### src/rtl/arb_pkg.sv
// Shared arbiter definitions: state encodings and hold-counter width.
// Each grant has its own state bit, so the grant outputs come straight off the state flops.
package arb_pkg;
   localparam logic [1:0] ST_IDLE = 2'b00;
   localparam logic [1:0] ST_OWN1 = 2'b01;
   localparam logic [1:0] ST_OWN2 = 2'b10;

   // Wide enough for MAX_HOLD-1 up to 14.
   localparam int HOLD_W = 4;
endpackage

### src/rtl/arb_hold_cnt.sv
// Ownership hold counter: clears on a new owner, counts while the other side waits,
// and saturates at MAX_HOLD-1.
module arb_hold_cnt
   import arb_pkg::*;
#(
   parameter int MAX_HOLD = 4
) (
   input  logic              clk,
   input  logic              rst,
   input  logic              clr,
   input  logic              inc,
   output logic [HOLD_W-1:0] cnt
);
   localparam logic [HOLD_W-1:0] LIMIT = HOLD_W'(MAX_HOLD - 1);

   always_ff @(posedge clk) begin
      if (rst || clr)
         cnt <= '0;
      else if (inc && (cnt != LIMIT))
         cnt <= cnt + 1'b1;
   end
endmodule

### src/rtl/arb2x1_rr.sv
// Two-requester round-robin arbiter with a bounded hold time and a registered mux select.
// It hands ownership directly from one requester to the other, with no idle cycle between.
module arb2x1_rr
   import arb_pkg::*;
#(
   parameter int W        = 1,
   parameter int MAX_HOLD = 4
) (
   input  logic         clk,
   input  logic         rst,
   input  logic         req1,
   input  logic         req2,
   input  logic [W-1:0] in1,
   input  logic [W-1:0] in2,
   output logic         gnt1,
   output logic         gnt2,
   output logic         select,
   output logic [W-1:0] out,
   output logic         busy
);
   localparam logic [HOLD_W-1:0] LIMIT = HOLD_W'(MAX_HOLD - 1);

   if (MAX_HOLD < 1 || MAX_HOLD > 15) begin : g_bad_hold
      $error("arb2x1_rr: MAX_HOLD must be in 1..15");
   end

   logic [1:0]        state, state_nxt;
   logic              last_owner;   // 0 = requester 1, 1 = requester 2
   logic [HOLD_W-1:0] hold_cnt;
   logic              hold_max;
   logic              enter;
   logic              other_req;

   assign hold_max  = (hold_cnt == LIMIT);
   assign enter     = (state_nxt != state) && (state_nxt != ST_IDLE);
   assign other_req = ((state == ST_OWN1) && req2) || ((state == ST_OWN2) && req1);

   always_comb begin
      state_nxt = state;
      unique case (state)
         ST_IDLE: begin
            if (req1 && req2)
               state_nxt = last_owner ? ST_OWN1 : ST_OWN2;
            else if (req1)
               state_nxt = ST_OWN1;
            else if (req2)
               state_nxt = ST_OWN2;
         end
         ST_OWN1: begin
            if (!req1)
               state_nxt = req2 ? ST_OWN2 : ST_IDLE;
            else if (req2 && hold_max)
               state_nxt = ST_OWN2;
         end
         ST_OWN2: begin
            if (!req2)
               state_nxt = req1 ? ST_OWN1 : ST_IDLE;
            else if (req1 && hold_max)
               state_nxt = ST_OWN1;
         end
         default: state_nxt = ST_IDLE;
      endcase
   end

   // last_owner resets to requester 2, so requester 1 wins the first tie.
   always_ff @(posedge clk) begin
      if (rst) begin
         state      <= ST_IDLE;
         last_owner <= 1'b1;
         select     <= 1'b0;
      end else begin
         state <= state_nxt;
         if (enter)
            last_owner <= (state_nxt == ST_OWN2);
         if (state_nxt == ST_OWN1)
            select <= 1'b0;
         else if (state_nxt == ST_OWN2)
            select <= 1'b1;
      end
   end

   arb_hold_cnt #(
      .MAX_HOLD (MAX_HOLD)
   ) u_hold (
      .clk (clk),
      .rst (rst),
      .clr (enter),
      .inc (other_req),
      .cnt (hold_cnt)
   );

   assign gnt1 = state[0];
   assign gnt2 = state[1];
   assign busy = |state;
   assign out  = select ? in2 : in1;
endmodule

### config.mk
export PLATFORM = sky130hd
export DESIGN_NAME = arb2x1_rr
export DESIGN_NICKNAME = d
export VERILOG_FILES = /design/src/rtl/arb_pkg.sv /design/src/rtl/arb_hold_cnt.sv /design/src/rtl/arb2x1_rr.sv
export SDC_FILE = /design/constraint.sdc
export NUM_CORES = 1
export LEC_CHECK = 0
export BUFFER_PORTS_ARGS = -buffer_cell sky130_fd_sc_hd__buf_4
export CORE_AREA = 2 2 39 41
export CTS_BUF_LIST = sky130_fd_sc_hd__clkbuf_8
export CTS_CLUSTER_SIZE = 20
export DETAILED_ROUTE_END_ITERATION = 10
export DIE_AREA = 0 0 41 43
export GPL_TIMING_DRIVEN = 0
export PLACE_DENSITY = 0.65
export SETUP_SLACK_MARGIN = 0.3
export SYNTH_ARGS = -nofsm -noshare
export SYNTH_HDL_FRONTEND = slang
export SYNTH_SLANG_ARGS = --single-unit
### constraint.sdc
create_clock -name clk -period 1.9 [get_ports clk]
set_input_delay 0.285 -clock clk [delete_from_list [all_inputs] [get_ports clk]]
set_output_delay 0.285 -clock clk [all_outputs]
set_load 0.02 [all_outputs]
# Word level (Yosys, flattened, before mapping)
# Cells that the tools add are included.
[totals] register_bits=8 input_bits=6 out_inout_bits=5 word_cells=37
[classes] n_addsub=1 eq_ne=7 n_mux=12 n_reduce_logical=13
[ops] op="$mux 2" count=9
[ops] op="$logic_and 1x1->1" count=7
[ops] op="$pmux 2 s3" count=1
[ops] op="$add 4x1->4 const B" count=1
[ops] op="$eq 2x1->1 const B" count=2
[ops] op="$eq 2x2->1 const B" count=2
[ops] op="$eq 4x2->1 const B" count=1
[ops] op="$ne 4x2->1 const B" count=1
[ops] op="$reduce_or 2->1" count=2
[ops] op="$logic_not 2->1" count=1
[ops] op="$logic_or 1x1->1" count=2
[ops] op="$mux 1" count=2
[ops] op="$ne 2x2->1" count=1
[ops] op="$reduce_bool 2->1" count=1

# Longest topological paths before layout
[depth] ltp_word=8 mapped_depth=5 depth_no_buf=5

# Modules after synthesis
# From an unflattened synthesis, not the netlist that was laid out.
[unflattened] cells_unflattened=55 hier_area_um2=470.5
[by_module_without_submodules] mod="arb2x1_rr" instances=1 cells_per_inst=34 area_per_inst_um2=275.3 seq_area_each_um2=80.1
[by_module_without_submodules] mod="arb_hold_cnt" instances=1 cells_per_inst=21 area_per_inst_um2=195.2 seq_area_each_um2=80.1

# Least setup slack after synthesis
# OpenSTA, ideal clock, no wires.
[synth_timing] path_type="flip-flop to flip-flop" from="register state[0]" to="register u_hold.cnt[0]" setup_ns=0.064 arrival_ns=1.422 required_time_ns=1.836 path_slack_ns=0.414 path_stages_with_launch=6 path_buffers=1 synth_period_minus_slack_ns=1.486 path_cell_list="dfxtp_1 buf_2 nand2b_1 a21oi_1 or4_4 nor2_1"
[synth_between] elab_chain_len=7 elab_cells_between_ends=19 classes_between="eq/ne (3); mux (8); reduce/logical (8)"
[synth_rtl] item="from (decl)" line_no="arb2x1_rr.sv:27" text="logic [1:0] state, state_nxt;"
[synth_rtl] item="from (signal assigned)" line_no="arb2x1_rr.sv:72" text="state <= state_nxt;"
[synth_rtl] item="$mux 2" line_no="arb2x1_rr.sv:46" text="else if (req2)"
[synth_rtl] item="$mux 2" line_no="arb2x1_rr.sv:44" text="else if (req1)"
[synth_rtl] item="$mux 2" line_no="arb2x1_rr.sv:42" text="if (req1 && req2)"
[synth_rtl] item="$pmux 2 s3" line_no="arb2x1_rr.sv:40" text="unique case (state)"
[synth_rtl] item="$ne 2x2->1 / $reduce_bool 2->1 (equally long branches)" line_no="arb2x1_rr.sv:35" text="assign enter = (state_nxt != state) && (state_nxt != ST_IDLE);"
[synth_rtl] item="$logic_and 1x1->1" line_no="arb2x1_rr.sv:35"
[synth_rtl] item="$logic_or 1x1->1" line_no="arb_hold_cnt.sv:17" text="if (rst || clr)"
[synth_rtl] item="to (signal assigned)" line_no="arb_hold_cnt.sv:20" text="cnt <= cnt + 1'b1;"
[synth_rtl] item="to (decl)" line_no="arb_hold_cnt.sv:12" text="output logic [HOLD_W-1:0] cnt"
# Several ways; a longest one is shown, not always the timed one.
# A chain may end at the register's enable or synchronous reset.

# Final worst setup path
[layout_timing] from="register u_hold.cnt[1]" to="register u_hold.cnt[0]"
[layout_between] elab_chain_len=8 elab_cells_between_ends=14 classes_between="eq/ne (3); mux (5); reduce/logical (6)"
[layout_rtl] item="$eq 4x2->1" line_no="arb2x1_rr.sv:34" text="assign hold_max = (hold_cnt == LIMIT);"
[layout_rtl] item="$logic_and 1x1->1 (on tied branches)" line_no="arb2x1_rr.sv:58, arb2x1_rr.sv:52"
[layout_rtl] item="$mux 2 (on tied branches)" line_no="arb2x1_rr.sv:58, arb2x1_rr.sv:52"
[layout_rtl] item="$mux 2 (on tied branches)" line_no="arb2x1_rr.sv:56, arb2x1_rr.sv:50"
[layout_rtl] item="$pmux 2 s3" line_no="arb2x1_rr.sv:40"
[layout_rtl] item="$ne 2x2->1 / $reduce_bool 2->1 (equally long branches)" line_no="arb2x1_rr.sv:35"
[layout_rtl] item="$logic_and 1x1->1" line_no="arb2x1_rr.sv:35"
[layout_rtl] item="$logic_or 1x1->1" line_no="arb_hold_cnt.sv:17"
# Several ways; a longest one is shown, not always the timed one.

==> out/results.ini <==
[place]
gp_congestion = 0.726
place_inst = 83
dp_hpwl_um = 724
place_ws_ns = 0.171
numPortBuffers = 9

[clocking]
numCtsBuffers = 3
clock-root-buffer = clkbuf_8
insertion_delay_ns = 0.23
cts_htree_levels = 1
tritoncts = yes
cts.path.max_buffers = 2
clk_pin_slew_ns = 0.04
clkSinkCount = 8
cts_hold_buf = 0

[pwr]
power_density_nw_per_um2 = 756
switching_power_uw = 127
p_seq_frac = 0.383
power_leakage_nw = 0.238
clkPwrFrac = 0.432
sw_frac_of_total = 0.262
p_int_uw = 357
peakVddDrop_mv = 0.312
combPwrFrac = 0.185

[floorplan]
die-area_um2 = 1760
io_pins = 11
die_w_um = 41
row_count = 14
fp.dieH_um = 43
core_area_um2 = 1380
initial_core_util = 0.341

[synth]
synth_edf_count = 0
yosysMostFrequentCell = dfxtp_1
yosys.area_share.adder = 0.0265
synth_simple_gate_area_frac = 0.305
synthesis.nets = 65
netlist_instances = 58
synth_top_cell_area_share = 0.340
ys_top_cells_by_count = dfxtp_1 (8), a21oi_1 (7), nor2_1 (7), nand2_1 (6)
synth_area_um2 = 472
synth_top_family_by_area = simple AND/OR/NAND/NOR gates
synth_flop_cell = dfxtp_1
avgSynthCellArea_um2 = 8.13
synth.area.mux_share = 0.0451
synthXorXnorAreaFrac = 0.0557
synth_seq_cells = 8
yosysWarnings = 0
synthArstFlopShare = 0
yosys-top-cells-area = dfxtp_1 (34%), a21oi_1 (7.4%), nor2_1 (5.6%)
seq_area_frac_synth = 0.340
ys_types = 27
synth.largest_area_cell = dfxtp_1
synth-compound-area-share = 0.210

[layout]
drive_gt1_frac = 0.357
antenna_cells = 0
nNetsFinal = 79
finalCoreUtilization = 0.462
final_cells = 86
area_growth_pct = 35.5

[critical_path]
start_kind = flip-flop
crit_family = simple AND/OR/NAND/NOR gates
crit_chain = ha_4 -> or3b_4 -> a21oi_1 -> or4_4 -> nor2_1
cp_slowest_cell = or4_4
cp.arrival_ns = 1.72
critPathMaxStageDelay_ns = 0.55
cp_data_required_time_ns = 2.07
crit_fanout = 4
path_class = reg2reg
critPathBufInv = 0
endpoint_kind = flip-flop

[hold_path]
hold_path_class = in2reg

[timing]
slew-limit-headroom = 0.774
rsz0062_at_grt = no
fin_crit_sh = 0.818
slew_violations = 0
fin_skew_ns = 0.000560
worst_slew_pin_slew_ns = 0.339
hold_viol = 0
setup_slack_ns = 0.345
period_minus_slack_ns = 1.56
finalSetupViolCount = 0
fmax_ghz = 0.643
finalSetupTns_ns = 0

[route]
vias = 464
avgRoutedWirePerCell_um = 12.0
dr.first_iter.drc_count = 14
drc = 0
vias_per_cell = 5.40
firstDrtPassIters = 4
routed_wirelength_um = 1030
ant_nets = 0

[global_route]
track_usage = 0.147
antenna_found_initial = 0
grt_pass1_vias = 409
grt_overflow = 0
grt_first_pass_wirelength_um = 1720
grt_max_degree = 11

[run]
drv_cap = 0

[status]
outcome = complete, no violations

-- sequential cells by signal, indices dropped and copies added (netlist names) --
| name | count |
|---|---|
| u_hold.cnt | 4 |
| select | 1 |
| state | 2 |
| last_owner | 1 |
-- final cells by class --
| cell class | count | area [µm²] |
|---|---|---|
| clock buffer | 3 | 41.3 |
| sequential | 8 | 161 |
| timing repair buffer | 9 | 67.6 |
| buffer | 2 | 8.76 |
| fill | 136 | 744 |
| multi-input combinational | 48 | 340 |
| tap | 16 | 20.0 |
-- repair_timing --
action | in CTS | in global routing
setup buffers | 0 | 0
pin swaps | 0 | 1
endpoints found under the hold margin | 0 | 0
resized for setup | 2 | 7
setup endpoints to repair | 3 | 6
-- worst register-to-register path, delay by kind of cell, from the launching register on --
family | cells | cell delay (ns)
AND/OR/NAND/NOR | 3 | 0.91
adder cells (fa/ha/maj) | 1 | 0.17
flip-flops | 1 | 0.34
AO/OA/AOI/OAI | 1 | 0.07
-- per-layer routing --
layer  wire length, µm  global-route usage  vias up
met2               480               0.213       10
met1               477               0.174      211
met5                 0                   0        -
li1                  -                   -      238
met3                36              0.0471        5
met4                38               0.100        0
-- power by group through the flow --
stage | clock (mW) | combinational, mW | sequential, mW
5_1_grt | 0.221 | 0.0985 | 0.186
6_report | 0.209 | 0.0894 | 0.185
4_1_cts | 0.215 | 0.0870 | 0.184
2_1_floorplan | 0 | 0.0510 | 0.191
3_5_place_dp | 0 | 0.0860 | 0.187
3_3_place_gp | 0 | 0.0853 | 0.187
-- layout by cell type, fill, tap and decap left out, types with 2 or more instances in the layout --
| cell type | instances |
|---|---|
| xnor2_1 | 3 |
| nand2_1 | 6 |
| clkbuf_8 | 3 |
| nand3_1 | 2 |
| dfxtp_1 | 7 |
| o21ai_0 | 3 |
| buf_4 | 9 |
| nor2_2 | 2 |
| nand2b_1 | 2 |
| nor2_1 | 5 |
| a21oi_1 | 7 |
| nand3b_1 | 2 |
-- cells by family after synthesis --
logic type,count (synthesis)
adders and majority gates,1
and+or+nand+nor,26
xor gates and xnor gates,3
AOI/OAI and AO/OA,16
DFF,8
muxes,2
buffers and inverters,2
-- through the flow --
step                hold slack, ns  power (mW)  area [µm²]
finish                       0.248       0.484         639
floorplan                    0.357       0.242         472
global placement             0.492       0.273         559
detailed placement           0.491       0.273         559
global route                 0.257       0.505         639
CTS                          0.248       0.486         608
-- final timing paths --
path / from / endpoint / slack, ns / cells past startpoint
max: u_hold.cnt[1] / u_hold.cnt[0] / 0.34 / 5
min: rst / state[1] / 0.25 / 2
max reg2reg: u_hold.cnt[1] / u_hold.cnt[0] / 0.34 / 5
min reg2reg: select / select / 0.53 / 2
Power figures use the tool's default switching activity.
